==> config.mk <==
export PLATFORM = sky130hd
export DESIGN_NAME = uart_tx_buffered
export DESIGN_NICKNAME = d
export VERILOG_FILES = /design/src/rtl/uart_tx_buffered.sv
export SDC_FILE = /design/constraint.sdc
export NUM_CORES = 1
export LEC_CHECK = 0
export CORE_MARGIN = 3
export CORE_UTILIZATION = 45
export DETAILED_ROUTE_END_ITERATION = 10
export PLACE_DENSITY = 0.64
export SETUP_SLACK_MARGIN = 0.15
export SLEW_MARGIN = 40
export SYNTH_ARGS = -nofsm -noshare
export SYNTH_HDL_FRONTEND = slang
export SYNTH_SLANG_ARGS = --single-unit
==> constraint.sdc <==
create_clock -name i_clk -period 2.4 [get_ports i_clk]
set_clock_uncertainty 0.15 [all_clocks]
set_input_delay 0.48 -clock i_clk [delete_from_list [all_inputs] [get_ports i_clk]]
set_output_delay 0.48 -clock i_clk [all_outputs]
set_load 0.02 [all_outputs]
==> src/rtl/uart_tx_buffered.sv <==
// uart_tx_buffered: FIFO-buffered 8N1 UART transmitter driven by a 16x baud tick
module uart_tx_buffered #(
  parameter int PAYLOAD_SIZE = 8,
  parameter int FIFO_DEPTH   = 4,
  parameter int STOP_TICKS   = 16
) (
  input  logic                    i_clk,
  input  logic                    i_rst,
  input  logic                    i_tick,
  input  logic [PAYLOAD_SIZE-1:0] i_data,
  input  logic                    i_wr,
  output logic                    o_tx,
  output logic                    o_full,
  output logic                    o_empty,
  output logic                    o_busy,
  output logic                    o_done
);
  localparam int AW = $clog2(FIFO_DEPTH);
  localparam int NW = (PAYLOAD_SIZE > 1) ? $clog2(PAYLOAD_SIZE) : 1;
  localparam logic [1:0] IDLE = 2'd0, START = 2'd1, DATA = 2'd2, STOP = 2'd3;
  logic [PAYLOAD_SIZE-1:0] mem [FIFO_DEPTH];
  logic [AW-1:0] wp, rp;
  logic [AW:0] cnt;
  logic [1:0] st, st_n;
  logic [3:0] s, s_n;
  logic [NW-1:0] n, n_n;
  logic [PAYLOAD_SIZE-1:0] b, b_n;
  logic done_n, tx_n, wr_ok, pop;
  assign o_full  = cnt == (AW+1)'(FIFO_DEPTH);
  assign o_empty = cnt == '0;
  assign o_busy  = st != IDLE;
  assign wr_ok   = i_wr & ~o_full;
  assign pop     = (st == IDLE) & ~o_empty;
  always_comb begin
    st_n   = st;
    s_n    = s;
    n_n    = n;
    b_n    = b;
    done_n = 1'b0;
    if (pop) begin
      st_n = START;
      s_n  = 4'd0;
      b_n  = mem[rp];
    end else if (i_tick && st != IDLE) begin
      s_n = s + 4'd1;
      if (st == START && s == 4'd15) begin
        s_n  = 4'd0;
        n_n  = '0;
        st_n = DATA;
      end else if (st == DATA && s == 4'd15) begin
        s_n  = 4'd0;
        b_n  = b >> 1;
        st_n = (n == NW'(PAYLOAD_SIZE-1)) ? STOP : DATA;
        n_n  = (n == NW'(PAYLOAD_SIZE-1)) ? n : n + 1'b1;
      end else if (st == STOP && s == 4'(STOP_TICKS-1)) begin
        st_n   = IDLE;
        done_n = 1'b1;
      end
    end
    // line level is computed from the next state so o_tx can be a plain flop
    tx_n = (st_n == START) ? 1'b0 : (st_n == DATA) ? b_n[0] : 1'b1;
  end
  always_ff @(posedge i_clk) begin
    if (wr_ok) mem[wp] <= i_data;
  end
  always_ff @(posedge i_clk or posedge i_rst) begin
    if (i_rst) begin
      wp     <= '0;
      rp     <= '0;
      cnt    <= '0;
      st     <= IDLE;
      s      <= '0;
      n      <= '0;
      b      <= '0;
      o_tx   <= 1'b1;
      o_done <= 1'b0;
    end else begin
      if (wr_ok) wp <= wp + 1'b1;
      if (pop) rp <= rp + 1'b1;
      if (wr_ok && !pop) cnt <= cnt + 1'b1;
      else if (pop && !wr_ok) cnt <= cnt - 1'b1;
      st     <= st_n;
      s      <= s_n;
      n      <= n_n;
      b      <= b_n;
      o_tx   <= tx_n;
      o_done <= done_n;
    end
  end
endmodule

==> impl_metrics.env <==
export IMPL_synth_edf_count=32
export IMPL_power_density_nw_per_um2=1170
export IMPL_cp_max_fo=3
export IMPL_chipHeight_um=81.4
export IMPL_worstPathCellList="nor3_4 -> buf_4 -> clkdlybuf4s15_1"
export IMPL_synth_warnings=0
export IMPL_synth_area_um2=2560
export IMPL_cts_buffer_depth=2
export IMPL_arrival_ns=1.56
export IMPL_fmax_mhz=456
export IMPL_finalSetupViolations=0
export IMPL_grt_pass1_vias=1626
export IMPL_crit_slowest_cell="dfrtp_2"
export IMPL_setup_slack_ns=0.205
export IMPL_htree_num_levels=3
export IMPL_syn_nets=192
export IMPL_numCtsBuffers=9
export IMPL_worst_hold_path_type="flop to flop"
export IMPL_diodes=0
export IMPL_hold_violations=0
export IMPL_cts_hold_buf=0
export IMPL_place_congestion=0.765
export IMPL_pre_cts_slack_ns=-0.0983
export IMPL_critPathLaunchType="flop"
export IMPL_ys_seq_area_share_pct=63.1
export IMPL_fin_nets=229
export IMPL_cp_num_buf_inv=2
export IMPL_hpwlAfterDp_mm=3.00
export IMPL_outcome="finished, final reports clean"
export IMPL_drt_pass1_iterations=4
export IMPL_clkLatencyLatePin_ns=0.33
export IMPL_grt_setup_unrepaired="false"
export IMPL_synthCells=171
export IMPL_drive_gt1_share_pct=24.9
export IMPL_grt_max_degree=27
export IMPL_tightest_slew_ns=0.479
export IMPL_ios=17
export IMPL_ys_ff_latch=58
export IMPL_port_buffers=16
export IMPL_root_buffer="clkbuf_8"
export IMPL_synth_distinct_cells=42
export IMPL_dieWidth_um=81.4
export IMPL_crit_family="buffers and inverters"
export IMPL_cpPeakStageDelay_ns=0.44
export IMPL_path_class="flop to output port"
export IMPL_wl_per_cell_um=15.4
export IMPL_synth_avg_cell_area_um2=14.9
export IMPL_period_needed_ns=2.19
export IMPL_cap_violations=0
export IMPL_grt_usage_pct=15.5
export IMPL_core_um2=5300
export IMPL_critPathRequiredTime_ns=1.77
export IMPL_grt_first_pass_wirelength_mm=7.43
export IMPL_syn_to_final_growth_pct=20.3
export IMPL_power_leakage_nw=1.25
export IMPL_reg2reg_setup_slack_ns=0.25
export IMPL_grt_overflow_total=0
export IMPL_placed_cells=260
export IMPL_critPathCaptureType="output port"
export IMPL_maxSlewHeadroom_pct=68.1
export IMPL_ant_nets=0
export IMPL_fin_crit_sh_pct=91.5
export IMPL_cts_tree="done"
export IMPL_drt_total_wl_mm=4.37
export IMPL_drc=0
export IMPL_first_iter_violations=70
export IMPL_antenna_found_initial=0
export IMPL_die_area_um2=6620
export IMPL_peakVddDrop_mv=0.597
export IMPL_slew_violations=0
export IMPL_initial_utilization_pct=48.2
export IMPL_path_clk_slew_ns=0.06
export IMPL_finalNonFillerCells=283
export IMPL_ys_async_sr_fraction_pct=44.8
export IMPL_rows=26
export IMPL_clock_sinks=58
export IMPL_utilization_pct=58.0
export IMPL_num_vias=1505
export IMPL_ys_flop_type="edfxtp_1"
export IMPL_routed_via_density=5.32
-- power breakdown --
| part | internal, W | leakage [nW] | total, W | switching (W) |
|---|---|---|---|---|
| sequential | 0.00138 | 0.598 | 0.00157 | 0.000193 |
| clock | 0.000366 | 0.0816 | 0.000722 | 0.000356 |
| combinational | 0.000668 | 0.574 | 0.00130 | 0.000637 |
-- area by class of cell --
class                           instances  area, µm²
Multi-Input combinational cell         97        902
Clock buffer                           12        135
Inverter                               11       43.8
Clock inverter                          4       18.8
Sequential cell                        58       1620
Fill cell                             412       2230
Tap cell                               70       87.6
Timing Repair Buffer                   31        272
-- state kept, by name (all words and copies together), names as in the netlist --
register and cells:
st 2, mem 32, cnt 3, o_tx 1
b 8, n 3, s 4, o_done 1
wp 2, rp 2
-- cell usage in the layout (no fill, tap or decap), drive strengths merged, types with 4 or more instances in the layout --
master and instances:
and2 6, xnor2 4, a21o 6, o21ai 9, ha 8, clkdlybuf4s50 14, dfrtp 25, clkbuf 12
clkinv 4, nor2 7, edfxtp 32, a22o 7, inv 11, mux4 8, buf 15, nand2 11
-- through the flow --
step                setup TNS (ns)  power [W]  cell area, µm²  hold WS [ns]
CTS                              0    0.00357            3030         0.331
global placement                 0    0.00272            2850         0.310
finish                           0    0.00360            3080         0.325
global route                     0    0.00387            3080         0.338
detailed placement         -0.0983    0.00281            2850         0.316
floorplan                        0    0.00245            2570         0.300
-- routing by layer --
metal	share of wire (%)	GRT usage, %
met4	1.4	7.26
met2	54	26.5
met1	41	17.9
met5	0	0
met3	3.4	4.32
-- synthesized netlist by cell type (3+ instances only) --
cell / n / share of area, %
dfrtp_1: 25 / 24
and2_1: 6 / 1.5
o21ai_0: 7 / 1.4
a22o_1: 7 / 2.4
mux4_2: 8 / 7.0
edfxtp_1: 32 / 38
nand3_1: 3 / 0.59
inv_1: 9 / 1.3
xnor2_1: 4 / 1.4
nor2_1: 6 / 0.88
nand2_1: 11 / 1.6
a21o_1: 6 / 1.8
mux2i_1: 3 / 1.2
ha_1: 8 / 3.9
-- final timing paths --
path	from	to	cells past startpoint
hold / removal	b[5]	b[5]	1
max in group asynchronous	i_rst	o_tx	3
min in group asynchronous	i_rst	cnt[2]	3
setup / recovery	cnt[0]	o_empty	3
hold reg to reg	b[5]	b[5]	1
setup reg to reg	cnt[0]	cnt[2]	9
-- what timing repair did --
| action | 4_1_cts | 5_1_grt |
|---|---|---|
| endpoints found under the hold margin | 0 | 0 |
| buffers inserted | 2 | 5 |
| resized for setup | 6 | 4 |
| cloned | 0 | 0 |
| pin swaps | 2 | 3 |
| endpoints found under the setup margin | 3 | 2 |
-- kinds of logic after synthesis --
kind of cell,share of synthesized area (%)
flip-flops,63.1
AND/OR/NAND/NOR,9.99
AO/OA/AOI/OAI,8.47
buffers and inverters,2.64
multiplexers,8.66
adder cells (fa/ha/maj),5.09
XOR/XNOR,2.06
Power figures use the tool's default switching activity.
